`src/rtl/wordle_guess_ctrl.sv`:
```
// wordle_guess_ctrl
//   Game sequencer for the colour evaluator. Builds a 5-letter guess from typed
//   letters, holds it stable while the combinational evaluator runs, latches the
//   green/yellow result and commits it as one board row. Tracks the guess count
//   and reports win or lose.
// Ports
//   clk, rst              system clock, synchronous active-high reset
//   new_game, answer_word start a game; answer sampled only on new_game
//   letter_vld/code       append a letter (codes above LETTER_MAX ignored)
//   backspace, submit     edit / evaluate the current guess
//   eval_greens/yellows   result from the evaluator for guess_word vs target_word
//   guess_word            current guess, letter i at [5i+4:5i]
//   target_word           registered answer
//   guess_len, row_idx    letters in the current row / current row
//   row_wr, row_greens,
//   row_yellows           one-cycle row commit with the latched colours
//   reject                one-cycle pulse on submit with fewer than 5 letters
//   game_won, game_lost   end-of-game levels
module wordle_guess_ctrl #(
  parameter int unsigned MAX_GUESSES = 6,
  parameter int unsigned LETTER_MAX  = 25
) (
  input  logic        clk,
  input  logic        rst,
  input  logic        new_game,
  input  logic [24:0] answer_word,
  input  logic        letter_vld,
  input  logic [4:0]  letter_code,
  input  logic        backspace,
  input  logic        submit,
  input  logic [4:0]  eval_greens,
  input  logic [4:0]  eval_yellows,
  output logic [24:0] guess_word,
  output logic [24:0] target_word,
  output logic [2:0]  guess_len,
  output logic [2:0]  row_idx,
  output logic        row_wr,
  output logic [4:0]  row_greens,
  output logic [4:0]  row_yellows,
  output logic        reject,
  output logic        game_won,
  output logic        game_lost
);

  typedef enum logic [2:0] {IDLE, ENTRY, EVAL, COMMIT, WON, LOST} state_t;

  localparam logic [2:0] LAST_ROW = 3'(MAX_GUESSES - 1);
  localparam logic [4:0] CODE_MAX = 5'(LETTER_MAX);

  state_t state, state_nxt;

  logic full;
  logic do_submit;
  logic do_back;
  logic do_letter;
  logic advance_row;

  // One action per cycle in ENTRY: a higher-priority request blocks the lower
  // ones even when it is itself refused (short submit, backspace at length 0).
  always_comb begin
    full        = (guess_len == 3'd5);
    do_submit   = (state == ENTRY) && !new_game && submit;
    do_back     = (state == ENTRY) && !new_game && !submit && backspace &&
                  (guess_len != 3'd0);
    do_letter   = (state == ENTRY) && !new_game && !submit && !backspace &&
                  letter_vld && !full && (letter_code <= CODE_MAX);
    advance_row = (state == COMMIT) && (row_greens != '1) && (row_idx != LAST_ROW);
  end

  always_ff @(posedge clk) begin
    if (rst) state <= IDLE;
    else     state <= state_nxt;
  end

  always_comb begin
    state_nxt = state;
    if (new_game) begin
      state_nxt = ENTRY;
    end else begin
      case (state)
        ENTRY:   if (submit && full) state_nxt = EVAL;
        EVAL:    state_nxt = COMMIT;
        COMMIT: begin
          if (row_greens == '1)         state_nxt = WON;
          else if (row_idx == LAST_ROW) state_nxt = LOST;
          else                          state_nxt = ENTRY;
        end
        default: state_nxt = state;
      endcase
    end
  end

  // row_wr is qualified by rst so a reset landing on the COMMIT cycle
  // suppresses the write rather than letting it escape.
  always_comb begin
    row_wr    = (state == COMMIT) && !rst;
    game_won  = (state == WON);
    game_lost = (state == LOST);
  end

  always_ff @(posedge clk) begin
    if (rst) begin
      guess_word  <= '0;
      target_word <= '0;
      guess_len   <= '0;
      row_idx     <= '0;
      row_greens  <= '0;
      row_yellows <= '0;
      reject      <= 1'b0;
    end else if (new_game) begin
      guess_word  <= '0;
      target_word <= answer_word;
      guess_len   <= '0;
      row_idx     <= '0;
      row_greens  <= '0;
      row_yellows <= '0;
      reject      <= 1'b0;
    end else begin
      reject <= do_submit && !full;
      if (do_letter) begin
        for (int unsigned i = 0; i < 5; i++)
          if (guess_len == 3'(i)) guess_word[5*i +: 5] <= letter_code;
        guess_len <= guess_len + 3'd1;
      end
      if (do_back) begin
        for (int unsigned i = 0; i < 5; i++)
          if (guess_len == 3'(i + 1)) guess_word[5*i +: 5] <= '0;
        guess_len <= guess_len - 3'd1;
      end
      if (state == EVAL) begin
        row_greens  <= eval_greens;
        row_yellows <= eval_yellows;
      end
      if (advance_row) begin
        row_idx    <= row_idx + 3'd1;
        guess_word <= '0;
        guess_len  <= '0;
      end
    end
  end

endmodule

```
`config.mk`:
```
export PLATFORM = sky130hd
export DESIGN_NAME = wordle_guess_ctrl
export DESIGN_NICKNAME = d
export VERILOG_FILES = /design/src/rtl/wordle_guess_ctrl.sv
export SDC_FILE = /design/constraint.sdc
export NUM_CORES = 1
export LEC_CHECK = 0
export CAP_MARGIN = 40
export CORE_ASPECT_RATIO = 0.7
export CORE_UTILIZATION = 43
export CTS_CLUSTER_SIZE = 8
export DETAILED_ROUTE_END_ITERATION = 7
export PLACE_DENSITY = 0.8
export SLEW_MARGIN = 20
export SYNTH_ARGS = -nofsm -noshare
export SYNTH_HDL_FRONTEND = slang
export SYNTH_SLANG_ARGS = --single-unit
```
`constraint.sdc`:
```
create_clock -name clk -period 1.9 [get_ports clk]
set_clock_uncertainty 0.15 [all_clocks]
set_input_delay 0.285 -clock clk [delete_from_list [all_inputs] [get_ports clk]]
set_output_delay 0.285 -clock clk [all_outputs]
set_load 0.02 [all_outputs]
```
# Word level (Yosys, flattened, before mapping)
# Index checks and enable logic that the tools add are counted.
dict set report op_classes {
  add_sub_neg 3
  mul 0
  n_div 0
  order_cmp 1
  n_eq_ne 16
  shift 0
  mux 19
  bitwise_logic 0
  n_reduce_logical 28
}
# op n
set op_table {}
lappend op_table {{$mux 25} 2}
lappend op_table {{$mux 5} 10}
lappend op_table {{$eq 3x3->1 const B} 5}
lappend op_table {{$mux 3} 5}
lappend op_table {{$logic_and 1x1->1} 14}
lappend op_table {{$eq 3x2->1 const B} 4}
lappend op_table {{$pmux 3 s3} 1}
lappend op_table {{$add 3x1->3 const B} 2}
lappend op_table {{$eq 3x1->1 const B} 2}
lappend op_table {{$reduce_bool 3->1} 2}
lappend op_table {{$eq 5x5->1 const B} 1}
lappend op_table {{$le 5x5->1 const B} 1}
lappend op_table {{$logic_not 1->1} 5}
lappend op_table {{$ne 5x5->1 const B} 1}
lappend op_table {{$reduce_and 2->1} 2}
lappend op_table {{$reduce_bool 4->1} 1}
lappend op_table {{$logic_not 3->1} 1}
lappend op_table {{$ne 3x2->1 const B} 1}
lappend op_table {{$ne 3x3->1 const B} 1}
lappend op_table {{$reduce_or 3->1} 1}
lappend op_table {{$sub 3x1->3 const B} 1}
lappend op_table {{$ne 2x1->1 const B} 1}
lappend op_table {{$reduce_bool 2->1} 1}
lappend op_table {{$reduce_or 2->1} 1}
lappend op_table {{$mux 1} 1}
dict set report word_totals {
  regBits 70
  latch_bits 0
  ram_bits 0
  rom_bits 0
  in_bits 46
  out_inout_bits 70
  elab_cells 76
  memories 0
}

# Depth between registers and ports, before layout
dict set report depth {
  ltp_word 10
  mapped_depth 7
  depth_no_buf 6
}

# Least setup slack after synthesis
# Ideal clock, no wire load.
dict set report synth_path {
  path_type {register to register}
  from {register guess_len[2]}
  to {register guess_word[15]}
  setup_time_ps 119
  arrival_ps 1543
  required_ps 1631
  slack_ps 88
  path_stages_with_launch 8
  path_buffers 1
  synth_period_minus_slack_ps 1812
  path_cell_list {dfxtp_1 -> clkbuf_1 -> inv_1 -> ha_1 -> a21boi_0 -> nand4_2 -> mux2i_1 -> nor2_1}
}
dict set report synth_between {
  elab_chain_cells 7
  elab_cells_between_ends 12
}
# item line
set synth_lines {}
lappend synth_lines {{start, declared} 35} ;# output logic [2:0] guess_len,
lappend synth_lines {{start signal, assigned} 123} ;# guess_len <= guess_len + 3'd1;
lappend synth_lines {{start signal, assigned} 128} ;# guess_len <= guess_len - 3'd1;
lappend synth_lines {{$eq 3x3->1} 61} ;# full = (guess_len == 3'd5);
lappend synth_lines {{$logic_not 1->1} 66} ;# letter_vld && !full && (letter_code <= CODE_MAX);
lappend synth_lines {{$logic_and 1x1->1 (2 in series)} 66}
lappend synth_lines {{$mux 25} 120} ;# if (do_letter) begin
lappend synth_lines {{$mux 5} 127} ;# if (guess_len == 3'(i + 1)) guess_word[5*i +: 5] <= '0;
lappend synth_lines {{$mux 25 (*)} 125} ;# if (do_back) begin
lappend synth_lines {{end signal, assigned by index} 122} ;# if (guess_len == 3'(i)) guess_word[5*i +: 5] <= letter_code;
lappend synth_lines {{end, declared} 33} ;# output logic [24:0] guess_word,
# Mark *: on every way between the ends. The rest lies on a longest branch, timed or not.
# A chain may end at the register's enable or synchronous reset.

# Worst setup path in the final report
dict set report layout_path {
  from {register state[1]}
  to {output port game_lost}
}
dict set report layout_between {
  elab_chain_cells 1
}
# item line
set layout_lines {}
lappend layout_lines {{start, declared} 50} ;# state_t state, state_nxt;
lappend layout_lines {{start signal, assigned} 72} ;# else state <= state_nxt;
lappend layout_lines {{$eq 3x3->1} 98} ;# game_lost = (state == LOST);
lappend layout_lines {{end, declared} 42} ;# output logic game_lost
# No other way between the ends.

==> metrics.md <==
| Metric | Value |
|---|---|
| Initial antenna violation count | `0` |
| DIE WIDTH | `100.4 um` |
| Core area | `6366 um2` |
| DR vias/cell | `between 4 and 5` |
| Worst Tran Pin Value | `around 0.33 ns` |
| Total GRT Usage | `0.2219` |
| Ys async rst share | `0` |
| Critical path type | `register to primary output` |
| Nets | `480` |
| Final setup viols | `0` |
| Sink Count | `70` |
| Post-DP HPWL | `roughly 5.5 mm` |
| Die ar. | `7109 um2` |
| Pwr dens | `approximately 700 nW/um2` |
| Clock Tree Buf Depth | `2` |
| Clock slew at reported path FFs | `around 0.08 ns` |
| Slew Limit Headroom | `0.7763` |
| Yosys cell types | `34` |
| Crit-path cells | `buf_4 -> nor3b_1 -> dlygate4sd2_1` |
| Synth Flop Type | `dfxtp_1` |
| FMAX | `549.4 MHz` |
| Final wirelength | `7.508 mm` |
| Worst Hold Depth | `5` |
| Postcts setup bufs | `0` |
| Critical Path End Type | `primary output` |
| Fill cells | `approximately 490` |
| Post-route insts no fill | `approximately 520` |
| Port Buf Inserts | `between 100 and 150` |
| CP Launch Type | `register` |
| Worst path slowest cell | `dlygate4sd2_1` |
| Area contributors post-synth | `dfxtp_1, mux2i_1, nor2_1, ha_1, nand4_2` |
| EDFF count, synth | `0` |
| CTS Hold Bufs | `0` |
| Num ports | `116` |
| Max Slew Vio Count | `0` |
| Synth top area share | `0.4813` |
| Gpl congestion | `a little under 0.8` |
| Total CTS buffers | `9` |
| CTS tree | `yes` |
| DIE HEIGHT | `a little over 70 um` |
| Worst VDD drop | `roughly 0.54 mV` |
| CTS Root Cell | `clkbuf_8` |
| Outcome | `finished, final reports clean` |
| R2R cell count | `6` |
| Synth Instances | `a little under 300` |
| Largest net degree at the start of global routing | `26` |
| Final ANT Viol Nets | `0` |
| Pre-antenna DRT Iters | `4` |
| Effective utilization at floorplan | `0.4574` |
| #FFs+latches synth | `70` |
| Rows | `24` |
| Clock latency on the worst-skew pair | `between 0.3 and 0.4 ns` |
| Synth Cell Area | `between 2000 and 3000 um2` |
| H-tree depth | `3` |
| Lkg Pwr | `roughly 2 nW` |
| Iter 0 DRT Violations | `between 70 and 80` |
| Mean area per synthesized cell | `between 10 and 15 um2` |
| First-pass GRT wire length | `~12 mm` |
| Sequential-to-total area share from yosys stat | `0.4813` |
| Final hold vios | `0` |
| Diode count | `0` |
| Crit path DAT | `approximately 1.4 ns` |
| Area leader, netlist | `dfxtp_1` |
| Layout cells sized above 1 | `0.1323` |
| Placed Instances | `roughly 510` |
| Post-Syn Nets | `343` |
| Overflow after GRT | `0` |
| Vias in the first global route | `roughly 2600` |
| DR vias | `2590` |
| Yosys warns | `0` |
| Post-route DRC violation count | `0` |
| Max cap viols | `0` |
| Avg WL per Cell | `14.38 um` |
| Tcrit/Tclk final | `0.9580` |
| Crit-path max FO | `6` |
| CP Data Required Time | `1.46 ns` |
| Period minus WS final | `between 1.5 and 2 ns` |
| Area grow syn2layout | `56.55%` |
| Crit path largest cell delay | `0.37 ns` |
| Pwr Total | `between 3 and 4 mW` |
| Min-Delay Path Class | `primary input to register` |
## synthesized netlist by cell type, drive strengths merged, types with 2 or more instances
library cell and number:
dfxtp 70, o211ai 3, or2 2, ha 8, nor3b 5, mux2i 59, nor2b 4, nor3 3
nor2 65, nand2 5, clkbuf 6, nand4 13, buf 6, inv 8, a21oi 9, o21ai 2
nand3 8, and3b 2
## metrics by stage
step                      hold slack [ns]    util  TNS (ns)  cell area (um2)  worst slack (ns)
after floorplan                    0.2737       -         0             2912           0.08810
after global placement             0.3203  0.6759    -1.034             4303          -0.04942
after detailed placement           0.3311  0.6759    -2.266             4303           -0.1434
after CTS                          0.2622  0.7119         0             4532          0.002563
after global routing               0.2841  0.7160  -0.03545             4558          -0.02301
final                              0.2821  0.7160         0             4558           0.07981
## sequential cells by signal, summed over array words and instances, names as in the netlist
name	flops
target_word	25
row_greens	5
reject	1
guess_word	25
guess_len	3
row_idx	3
state	3
row_yellows	5
## layer usage
metal / track usage / share of wire / wire length [um]
met5: 0 / 0 / 0
met4: 0.07085 / 0.0052 / 39
met3: 0.1008 / 0.094 / 709
met2: 0.3630 / 0.46 / 3486
met1: 0.2607 / 0.44 / 3273
## where the power goes
group	leakage, nW	total, mW	internal (mW)	switching (mW)
combinational	1.30	0.367	0.201	0.166
clock	0.116	1.37	0.811	0.556
sequential	0.569	1.52	1.50	0.0179
total	1.98	3.25	2.51	0.740
## critical path: cells and delay by family, from the launching register on
kind / cells / cell delay (ns)
AND/OR/NAND/NOR: 1 / 0.19
buffers and inverters: 2 / 0.53
flip-flops: 1 / 0.32
## final cells by class
cell class / count / area, um2 / area share
Clock buffer: 11 / 151.4 / 0.03321
Clock inverter: 5 / 81.33 / 0.01784
Inverter: 8 / 30.03 / 0.006588
Multi-Input combinational cell: 199 / 1451 / 0.3184
Sequential cell: 70 / 1401 / 0.3074
Tap cell: 91 / 113.9 / 0.02498
Timing Repair Buffer: 138 / 1329 / 0.2915
## kinds of logic after synthesis
logic type      count (synthesis)  share of synthesized area
flops                          70                     0.4813
compound gates                 18                    0.03954
xor+xnor                        1                   0.003009
mux                            60                     0.2080
simple gates                  112                     0.2033
fa+ha+maj                       8                    0.03438
buf+inv                        20                    0.03051
## repair_timing
action	CTS	global route
pin swaps	0	1
endpoints found under the setup margin	3	9
gates resized for setup	3	8
## cell usage in the layout (no fill, tap or decap), types with 3 or more instances in the layout
| master | synthesis | final |
|---|---|---|
| clkdlybuf4s50_1 | 0 | 109 |
| dfxtp_1 | 70 | 70 |
| nor2_1 | 65 | 65 |
| mux2i_1 | 59 | 59 |
| buf_4 | 0 | 22 |
| clkbuf_8 | 0 | 11 |
| a21oi_1 | 9 | 9 |
| inv_1 | 8 | 8 |
| nand3_1 | 8 | 8 |
| ha_1 | 8 | 8 |
| nand4_1 | 7 | 7 |
| nand2_1 | 5 | 5 |
| nor2b_1 | 4 | 4 |
| nand4_2 | 6 | 4 |
| nor3_1 | 3 | 3 |
| nor3b_1 | 4 | 3 |
## worst paths after layout
path / start / endpoint / slack [ns]
max: state[1] / game_lost / 0.08
min: new_game / reject / 0.28
max reg2reg: guess_len[1] / guess_word[16] / 0.09
min reg2reg: row_yellows[1] / row_yellows[1] / 0.34
No activity file was read; power rests on OpenSTA's default activity.
